**src/rtl/rom_fetch_master_if.sv**
```systemverilog
// Single-way synchronous RAM/ROM port: the master drives a word address and
// the slave returns the addressed word one clock later.
interface if_ram_1way #(
  parameter int unsigned ADDR_WIDTH = 10
) ();

  logic [ADDR_WIDTH-1:0] ram_addr;
  logic [31:0]           ram_rdata;

  modport MASTER (output ram_addr, input ram_rdata);
  modport SLAVE  (input ram_addr, output ram_rdata);

endinterface : if_ram_1way

```
**src/rtl/rom_fetch_master.sv**
```systemverilog
// Sequential instruction fetcher in front of a 1-cycle-latency ROM.
// One ROM request may be in flight; its response lands in a 2-entry buffer
// that feeds the core through a valid/ready stream. A request is only issued
// when buffer occupancy plus the in-flight word leaves room for it, so the
// buffer can never overflow. A jump flushes the buffer, squashes the
// in-flight response and restarts fetching at the target address.
module rom_fetch_master #(
  parameter logic [31:0]  RESET_ADDR = 32'h0000_0000,
  parameter int unsigned  ADDR_WIDTH = 10
) (
  input  logic        clk_i,
  input  logic        rst_i,
  input  logic        fetch_en_i,
  input  logic        jmp_i,
  input  logic [31:0] jmp_addr_i,
  output logic [31:0] instr_o,
  output logic [31:0] instr_addr_o,
  output logic        instr_valid_o,
  input  logic        instr_ready_i,
  if_ram_1way.MASTER  if_rom
);

  typedef enum logic [0:0] {
    ST_IDLE = 1'b0,
    ST_RUN  = 1'b1
  } state_e;

  state_e      state_q, state_d;
  logic [31:0] pc_q, pc_d;
  logic        inflight_q, inflight_d;
  logic [31:0] inflight_addr_q, inflight_addr_d;

  // Two-entry output buffer, addressed by 1-bit read/write pointers.
  logic [31:0] buf_addr_q [2];
  logic [31:0] buf_addr_d [2];
  logic [31:0] buf_data_q [2];
  logic [31:0] buf_data_d [2];
  logic        rd_ptr_q, rd_ptr_d;
  logic        wr_ptr_q, wr_ptr_d;
  logic [1:0]  count_q, count_d;

  logic        pop_s;
  logic        push_s;
  logic        issue_s;
  logic [2:0]  occupancy_s;

  // Byte-offset bits of a jump target carry no information for word fetches.
  logic        jmp_lsb_unused_s;
  assign jmp_lsb_unused_s = ^jmp_addr_i[1:0];

  // The ROM always sees the current pc; only issue cycles are real requests.
  assign if_rom.ram_addr = pc_q[ADDR_WIDTH+1:2];

  assign instr_valid_o = (count_q != 2'd0);

  // Handshake, credit and capture decisions for this cycle.
  always_comb begin
    pop_s       = instr_valid_o && instr_ready_i;
    occupancy_s = {1'b0, count_q} + {2'b00, inflight_q} - {2'b00, pop_s};
    issue_s     = (state_q == ST_RUN) && fetch_en_i && !jmp_i && (occupancy_s < 3'd2);
    // A response arriving in a jump cycle belongs to the old path.
    push_s      = inflight_q && !jmp_i;
  end

  // Run/idle control: fetching stops as soon as fetch_en_i drops.
  always_comb begin
    state_d = state_q;
    case (state_q)
      ST_IDLE: begin
        if (fetch_en_i) begin
          state_d = ST_RUN;
        end else begin
          state_d = ST_IDLE;
        end
      end
      ST_RUN: begin
        if (!fetch_en_i) begin
          state_d = ST_IDLE;
        end else begin
          state_d = ST_RUN;
        end
      end
      default: begin
        state_d = ST_IDLE;
      end
    endcase
  end

  // Program counter and in-flight request tracking; jumps win over issue.
  always_comb begin
    pc_d            = pc_q;
    inflight_d      = issue_s;
    inflight_addr_d = inflight_addr_q;
    if (jmp_i) begin
      pc_d = {jmp_addr_i[31:2], 2'b00};
    end else if (issue_s) begin
      pc_d = pc_q + 32'd4;
    end else begin
      pc_d = pc_q;
    end
    if (issue_s) begin
      inflight_addr_d = pc_q;
    end else begin
      inflight_addr_d = inflight_addr_q;
    end
  end

  // Buffer push/pop bookkeeping; a jump empties the buffer outright.
  always_comb begin
    buf_addr_d = buf_addr_q;
    buf_data_d = buf_data_q;
    rd_ptr_d   = rd_ptr_q;
    wr_ptr_d   = wr_ptr_q;
    count_d    = count_q;
    if (jmp_i) begin
      rd_ptr_d = 1'b0;
      wr_ptr_d = 1'b0;
      count_d  = 2'd0;
    end else begin
      if (push_s) begin
        buf_addr_d[wr_ptr_q] = inflight_addr_q;
        buf_data_d[wr_ptr_q] = if_rom.ram_rdata;
        wr_ptr_d             = ~wr_ptr_q;
      end else begin
        wr_ptr_d = wr_ptr_q;
      end
      if (pop_s) begin
        rd_ptr_d = ~rd_ptr_q;
      end else begin
        rd_ptr_d = rd_ptr_q;
      end
      case ({push_s, pop_s})
        2'b10:   count_d = count_q + 2'd1;
        2'b01:   count_d = count_q - 2'd1;
        default: count_d = count_q;
      endcase
    end
  end

  // Head of the buffer drives the stream; outputs read zero when empty.
  always_comb begin
    if (instr_valid_o) begin
      instr_o      = buf_data_q[rd_ptr_q];
      instr_addr_o = buf_addr_q[rd_ptr_q];
    end else begin
      instr_o      = 32'd0;
      instr_addr_o = 32'd0;
    end
  end

  // State registers with asynchronous reset.
  always_ff @(posedge clk_i or posedge rst_i) begin
    if (rst_i) begin
      state_q         <= ST_IDLE;
      pc_q            <= RESET_ADDR;
      inflight_q      <= 1'b0;
      inflight_addr_q <= 32'd0;
      buf_addr_q[0]   <= 32'd0;
      buf_addr_q[1]   <= 32'd0;
      buf_data_q[0]   <= 32'd0;
      buf_data_q[1]   <= 32'd0;
      rd_ptr_q        <= 1'b0;
      wr_ptr_q        <= 1'b0;
      count_q         <= 2'd0;
    end else begin
      state_q         <= state_d;
      pc_q            <= pc_d;
      inflight_q      <= inflight_d;
      inflight_addr_q <= inflight_addr_d;
      buf_addr_q      <= buf_addr_d;
      buf_data_q      <= buf_data_d;
      rd_ptr_q        <= rd_ptr_d;
      wr_ptr_q        <= wr_ptr_d;
      count_q         <= count_d;
    end
  end

endmodule : rom_fetch_master

```
**src/flat_wrapper.sv**
```systemverilog
// flat-port wrapper written by rule: the top's interface ports become plain ports
module rom_fetch_master_flat 
#(
  parameter logic [31:0]  RESET_ADDR = 32'h0000_0000,
  parameter int unsigned  ADDR_WIDTH = 10
)
  (clk_i, rst_i, fetch_en_i, jmp_i, jmp_addr_i, instr_o, instr_addr_o, instr_valid_o, instr_ready_i, if_rom_ram_addr, if_rom_ram_rdata);
  if_ram_1way #(.ADDR_WIDTH(ADDR_WIDTH)) if_rom_i ();
  input  logic clk_i;
  input  logic rst_i;
  input  logic fetch_en_i;
  input  logic jmp_i;
  input  logic [31:0] jmp_addr_i;
  output logic [31:0] instr_o;
  output logic [31:0] instr_addr_o;
  output logic instr_valid_o;
  input  logic instr_ready_i;
  output wire logic [$bits(if_rom_i.ram_addr)-1:0] if_rom_ram_addr;
  input wire logic [$bits(if_rom_i.ram_rdata)-1:0] if_rom_ram_rdata;
  assign if_rom_ram_addr = if_rom_i.ram_addr;
  assign if_rom_i.ram_rdata = if_rom_ram_rdata;
  rom_fetch_master #(.RESET_ADDR(RESET_ADDR), .ADDR_WIDTH(ADDR_WIDTH)) u_core (.clk_i(clk_i), .rst_i(rst_i), .fetch_en_i(fetch_en_i), .jmp_i(jmp_i), .jmp_addr_i(jmp_addr_i), .instr_o(instr_o), .instr_addr_o(instr_addr_o), .instr_valid_o(instr_valid_o), .instr_ready_i(instr_ready_i), .if_rom(if_rom_i));
endmodule
```
**config.mk**
```make
export PLATFORM = sky130hd
export DESIGN_NAME = rom_fetch_master_flat
export DESIGN_NICKNAME = d
export VERILOG_FILES = /design/src/rtl/rom_fetch_master_if.sv /design/src/rtl/rom_fetch_master.sv /design/src/flat_wrapper.sv
export SDC_FILE = /design/constraint.sdc
export NUM_CORES = 1
export LEC_CHECK = 0
export CORE_ASPECT_RATIO = 0.75
export CORE_UTILIZATION = 45
export DETAILED_ROUTE_END_ITERATION = 8
export GPL_ROUTABILITY_DRIVEN = 0
export PLACE_DENSITY_LB_ADDON = 0.3
export SLEW_MARGIN = 20
export SYNTH_ARGS = -nofsm -noshare
export SYNTH_HDL_FRONTEND = slang
export SYNTH_SLANG_ARGS = --single-unit
export TNS_END_PERCENT = 100
```
**constraint.sdc**
```tcl
create_clock -name clk_i -period 19.93 [get_ports clk_i]
set_input_delay 3.986 -clock clk_i [delete_from_list [all_inputs] [get_ports clk_i]]
set_output_delay 3.986 -clock clk_i [all_outputs]
set_load 0.005 [all_outputs]
```
==> results of run 1 <==
## worst min-delay path: cells and delay by family, from the launching register on
family           cells  cell delay, ps
and+or+nand+nor      2             110
DFF                  1             360
## cell type report
type	instances	area [sq um]
sequential	190	4760
fill	1687	8380
clock inverter	14	146
inverter	9	41.3
tap	253	317
multi-input combinational	533	3790
clock buffer	18	439
timing repair buffer	147	1450
## through the flow
| stage | utilization | instances | hold WS [ps] |
|---|---|---|---|
| floorplan | - | 790 | 458 |
| global placement | 0.536 | 1132 | 484 |
| detailed placement | 0.536 | 1132 | 486 |
| CTS | 0.566 | 1164 | 505 |
| global route | 0.566 | 1164 | 518 |
| finish | 0.566 | 1164 | 498 |
## cells in the final DEF (no fill, tap or decap), types with 6 or more instances in the layout
cell type,Yosys,layout
clkbuf_16,0,17
mux2_2,124,124
nor2_1,83,81
o211ai_1,11,11
o311ai_0,8,8
nand3b_1,6,6
o21ai_0,25,25
buf_4,12,8
dfrtp_1,190,189
nand4_1,13,13
nand2_1,123,123
mux2i_1,64,64
a21oi_1,6,6
nand3_1,14,14
inv_1,8,7
clkdlybuf4s50_1,0,138
## final timing paths
kind,from,cells past startpoint,slack (ps),end
max in group asynchronous,rst_i,3,14500,u_core.buf_addr_q[49]
setup reg to reg,u_core.count_q[1],13,14980,u_core.pc_q[30]
setup / recovery,instr_ready_i,13,12400,u_core.pc_q[30]
hold reg to reg,u_core.inflight_addr_q[25],2,500,u_core.inflight_addr_q[25]
hold / removal,u_core.inflight_addr_q[25],2,500,u_core.inflight_addr_q[25]
min in group asynchronous,rst_i,2,3990,u_core.buf_data_q[44]
## state kept, by name, indices dropped and copies added, names as in the netlist
register                count
u_core.buf_data_q          64
u_core.buf_addr_q          60
u_core.inflight_addr_q     30
u_core.pc_q                30
u_core.count_q              2
u_core.inflight_q           1
u_core.rd_ptr_q             1
u_core.state_q              1
u_core.wr_ptr_q             1
## cell families after synthesis
| logic type | after synthesis |
|---|---|
| simple gates | 270 |
| buf+inv | 67 |
| flops | 190 |
| mux | 188 |
| fa+ha+maj | 3 |
| xor+xnor | 7 |
| other cells | 1 |
| compound gates | 63 |
## per-layer routing
metal  share of wire  GRT usage
met1            0.50      0.304
met2            0.44      0.284
met3           0.055     0.0366
met4          0.0086     0.0561
met5               0          0
## synth_stat cells (2+ instances only)
master / count
nand4_1: 13
ha_1: 2
and4_1: 2
buf_4: 12
nand3_1: 14
nor2b_1: 5
dfrtp_1: 190
nor3_1: 4
and3_1: 2
buf_2: 11
a22oi_1: 3
inv_1: 8
nand4_2: 2
xor2_1: 2
clkbuf_1: 21
o311ai_0: 8
a21oi_1: 6
nand3b_1: 6
nand2b_1: 2
mux2i_1: 64
o211ai_1: 11
mux2_2: 124
or3b_1: 2
a31oi_1: 2
a32oi_1: 3
xnor2_1: 5
o21ai_0: 25
nor4_1: 2
a41oi_1: 2
buf_1: 8
buf_6: 5
nor2_1: 83
and2_0: 2
nand2_1: 123
## where the power goes
| group | switching [mW] | total (mW) | internal, mW |
|---|---|---|---|
| sequential | 0.0650 | 0.547 | 0.482 |
| clock | 0.159 | 0.339 | 0.181 |
| combinational | 0.0967 | 0.235 | 0.138 |
| total | 0.320 | 1.12 | 0.801 |
==> flow_summary.json, run 1 <==
{
  "cts-root-buf": "clkbuf_16",
  "hold_violations": 0,
  "vdd_ir_drop_max_v": 0.0000567,
  "syn-mean-instance-area_sq_um": 11.3,
  "fin_area_sq_um": 10900,
  "track_usage": 0.198,
  "synth_top_family_by_area": "multiplexers",
  "synth_area_sq_um": 8880,
  "fin_skew_ps": 10.4,
  "cp_data_arrival_time_ps": 7870,
  "path_clk_slew_ps": 70,
  "timing.slew.headroom": 0.376,
  "synth-compound-area-share": 0.0465,
  "synth_top_cell_by_area": "dfrtp_1",
  "ys_ff_latch": 190,
  "synth.area.top_cells": "dfrtp_1 54%, mux2_2 16%, mux2i_1 7.2%, nand2_1 5.2%, nor2_1 3.5%",
  "slowest_delay_ps": 490,
  "grt_pass1_wl_mm": 30.8,
  "num_vias": 6148,
  "rows": 44,
  "synthSimpleGateAreaFrac": 0.137,
  "synth_mux_area_frac": 0.229,
  "drive_above_1_share": 0.194,
  "ys_types": 49,
  "synth_edf_count": 0,
  "grt_max_degree": 75,
  "synthAdderAreaFrac": 0.00507,
  "outcome": "completed",
  "rsz0062_at_grt": "no",
  "timing.final.crit_share": 0.378,
  "initial_core_util": 0.460,
  "cp-end-kind": "register",
  "ys_warn_count": 0,
  "wl_mm": 19.3,
  "cts_resized": 0,
  "cts_tree": "yes",
  "cp_max_fo": 54,
  "leakage_nw": 4.73,
  "async_flop_share": 1.00,
  "place_area_sq_um": 10400,
  "synth-xor-area-share": 0.00690,
  "ant_nets": 0,
  "drtIter0Drc": 348,
  "crit_buf_inv": 4,
  "cts_buffers": 17,
  "setup_ws_ps": 12400,
  "dp_hpwl_mm": 12.3,
  "die_y_um": 124,
  "clk_latency_ps": 430,
  "worstMarginPinSlew_ps": 936,
  "slew_violations": 0,
  "first_global_vias": 5782,
  "cp_top_family": "simple AND/OR/NAND/NOR gates",
  "path_cells": "clkdlybuf4s50_1 > inv_1 > nor2_1 > ha_1 > nand2b_1 > fa_1 > nand4b_1 > or2_2 > buf_4 > inv_4 > nand4_1 > nor3_1 > mux2i_1",
  "fin_setup_tns_ps": 0,
  "antenna_found_initial": 0,
  "route.detailed.drc": 0,
  "drv_cap": 0,
  "ys.flop_type": "dfrtp_1",
  "area_growth_syn_to_layout_pct": 23.2,
  "synthCells": 789,
  "nNetsFinal": 970,
  "finalSetupViolCount": 0,
  "yosysTopAreaCellShare": 0.535,
  "power_mw": 1.12,
  "startpoint_type": "input pin",
  "wl_per_cell_um": 16.6,
  "diodes": 0,
  "viasPerCell": 5.28,
  "cp_slowest_cell": "clkdlybuf4s50_1",
  "postCtsSetupRepairBufs": 0,
  "firstDrtPassIters": 6,
  "grt_overflow": 0,
  "ctsHoldBuffers": 0,
  "cts_buffer_depth": 2,
  "period_needed_ps": 7530,
  "place_ws_ps": 11640,
  "crit_required_ps": 20280,
  "path_class": "input pin to register",
  "hp-class": "register to register",
  "clock-sinks": 190,
  "htree_levels": 4,
  "fmax_mhz": 133,
  "io_pins": 144,
  "fp.coreArea_sq_um": 19300,
  "port-buffer-count": 139,
  "dieWidth_um": 164,
  "die_area_sq_um": 20300,
  "ys_seq_area_frac": 0.535,
  "power.density_nw_per_um2": 102
}
(Power assumes the default switching activity.)
==> run 2: changes to the inputs <==
clock period = 7 ns   (was 19.93 ns; I/O delays follow)
==> run 2 against run 1 <==
Compared with the run above:
- wire length grew 0.93%
- count of clock-buffer cells in the layout did not move
- die area unchanged
- final cell count unchanged
- core utilization grew 0.16 points
- non-clock buffer count is the same
- hold slack improved by 1.8 ps
- register-to-register slack worse by 12000 ps
- critical path depth down 1
- sequential share of layout area down 0.12 points
- critical path type unchanged
==> flow_summary.json, run 2 (same netlist as run 1, synthesis figures left out) <==
{
  "diodes": 0,
  "cp-end-kind": "register",
  "ctsHoldBuffers": 0,
  "grt_overflow": 0,
  "crit_buf_inv": 3,
  "die_y_um": 124,
  "dieWidth_um": 164,
  "cp_top_family": "simple AND/OR/NAND/NOR gates",
  "fin_skew_ps": 12.3,
  "finalSetupViolCount": 0,
  "grt_max_degree": 104,
  "drtIter0Drc": 479,
  "cts-root-buf": "clkbuf_16",
  "reg2reg_slack_ps": 2780,
  "clock-sinks": 190,
  "cts_tree": "yes",
  "path_cells": "clkdlybuf4s50_1 > inv_1 > nor2_1 > ha_1 > nand2b_1 > fa_1 > nand4b_1 > or2_2 > inv_4 > nand4_1 > nor3_1 > mux2i_1",
  "layout_common_cells": "189 x dfrtp_1, 138 x clkdlybuf4s50_1, 124 x mux2_2",
  "fin_setup_tns_ps": 0,
  "first_global_vias": 5871,
  "fillCellCount": 1661,
  "cp_max_fo": 48,
  "vdd_ir_drop_max_v": 0.000164,
  "clk_latency_ps": 430,
  "htree_levels": 4,
  "route.detailed.drc": 0,
  "timing.final.crit_share": 0.642,
  "dp_hpwl_mm": 12.0,
  "fmax_mhz": 223,
  "wl_per_cell_um": 16.7,
  "worstMarginPinSlew_ps": 926,
  "cp-startpoint": "instr_ready_i",
  "initial_core_util": 0.460,
  "grt_pass1_wl_mm": 31.6,
  "viasPerCell": 5.37,
  "cts_buffers": 17,
  "rsz0062_at_grt": "no",
  "antenna_found_initial": 0,
  "die_area_sq_um": 20300,
  "firstDrtPassIters": 5,
  "cts_buffer_depth": 2,
  "slew_violations": 0,
  "slowest_delay_ps": 490,
  "cp_slowest_cell": "clkdlybuf4s50_1",
  "drive_above_1_share": 0.193,
  "drv_cap": 0,
  "startpoint_type": "input pin",
  "ant_nets": 0,
  "leakage_nw": 4.75,
  "crit_required_ps": 7350,
  "hold_violations": 0,
  "cts_resized": 0,
  "timing.slew.headroom": 0.383,
  "setup_ws_ps": 2510,
  "io_pins": 144,
  "nNetsFinal": 970,
  "wl_mm": 19.5,
  "largest_register_ffs": 64,
  "fp.coreArea_sq_um": 19300,
  "hp-class": "register to register",
  "layout_commonest_cell": "dfrtp_1",
  "path_clk_slew_ps": 70,
  "power_mw": 3.24,
  "port-buffer-count": 139,
  "num_vias": 6246,
  "multi_input_area_sq_um": 3790,
  "regMostFlops": "u_core.buf_data_q",
  "power.density_nw_per_um2": 295,
  "cp_data_arrival_time_ps": 4840,
  "path_class": "input pin to register",
  "place_ws_ps": 2080,
  "min_from": "u_core.inflight_addr_q[24]",
  "postCtsSetupRepairBufs": 0,
  "reg2reg_from": "u_core.count_q[1]",
  "period_needed_ps": 4490,
  "largest_registers": "u_core.buf_data_q: 64 flops, u_core.buf_addr_q: 60 flops",
  "track_usage": 0.201,
  "regArea_sq_um": 4760,
  "outcome": "completed",
  "rows": 44,
  "area_growth_syn_to_layout_pct": 23.6
}
-- run 2: final timing paths --
kind / to / cells after the start
worst min register to register: u_core.inflight_addr_q[24] / 2
worst max register to register: u_core.pc_q[30] / 12
worst min-delay path: u_core.inflight_addr_q[24] / 2
min in group asynchronous: u_core.buf_data_q[12] / 2
max in group asynchronous: u_core.pc_q[15] / 3
worst max-delay path: u_core.pc_q[30] / 12
-- run 2: worst reg2reg max path: stages, from the launching register on --
cell and delay [ps]:
dfrtp_1 480, nor2_4 110, buf_4 640, nor2_1 220, ha_1 320, nand2b_1 160
fa_1 490, nand4b_1 90, or2_2 330, inv_4 370, nand4_1 400, nor3_1 300
mux2i_1 210
-- run 2: area by class of cell --
cell class	count	share of cell area
repair buffers	147	0.133
multi-input cells	533	0.345
clock inverters	14	0.0153
well taps	253	0.0288
clock buffers	18	0.0400
flip-flops and latches	190	0.434
inverters	9	0.00376
-- run 2: routing by layer --
metal | GRT usage | part of all wire | vias up
met2 | 0.286 | 0.43 | 150
met4 | 0.0469 | 0.0074 | 0
met5 | 0 | 0 | -
met3 | 0.0466 | 0.049 | 11
met1 | 0.308 | 0.51 | 3147
li1 | - | - | 2938
-- run 2: report_power, final --
part           total [mW]  switching (mW)  internal [mW]
Combinational       0.667           0.272          0.394
Sequential           1.57           0.195           1.37
Clock                1.01           0.454          0.551
-- run 2: stage by stage --
stage	cells	util	area [sq um]	hold WS (ps)
after floorplan	790	-	8880	458
after global placement	1132	0.536	10400	482
after detailed placement	1132	0.536	10400	486
after CTS	1164	0.568	11000	505
after global routing	1164	0.568	11000	517
final	1164	0.568	11000	500
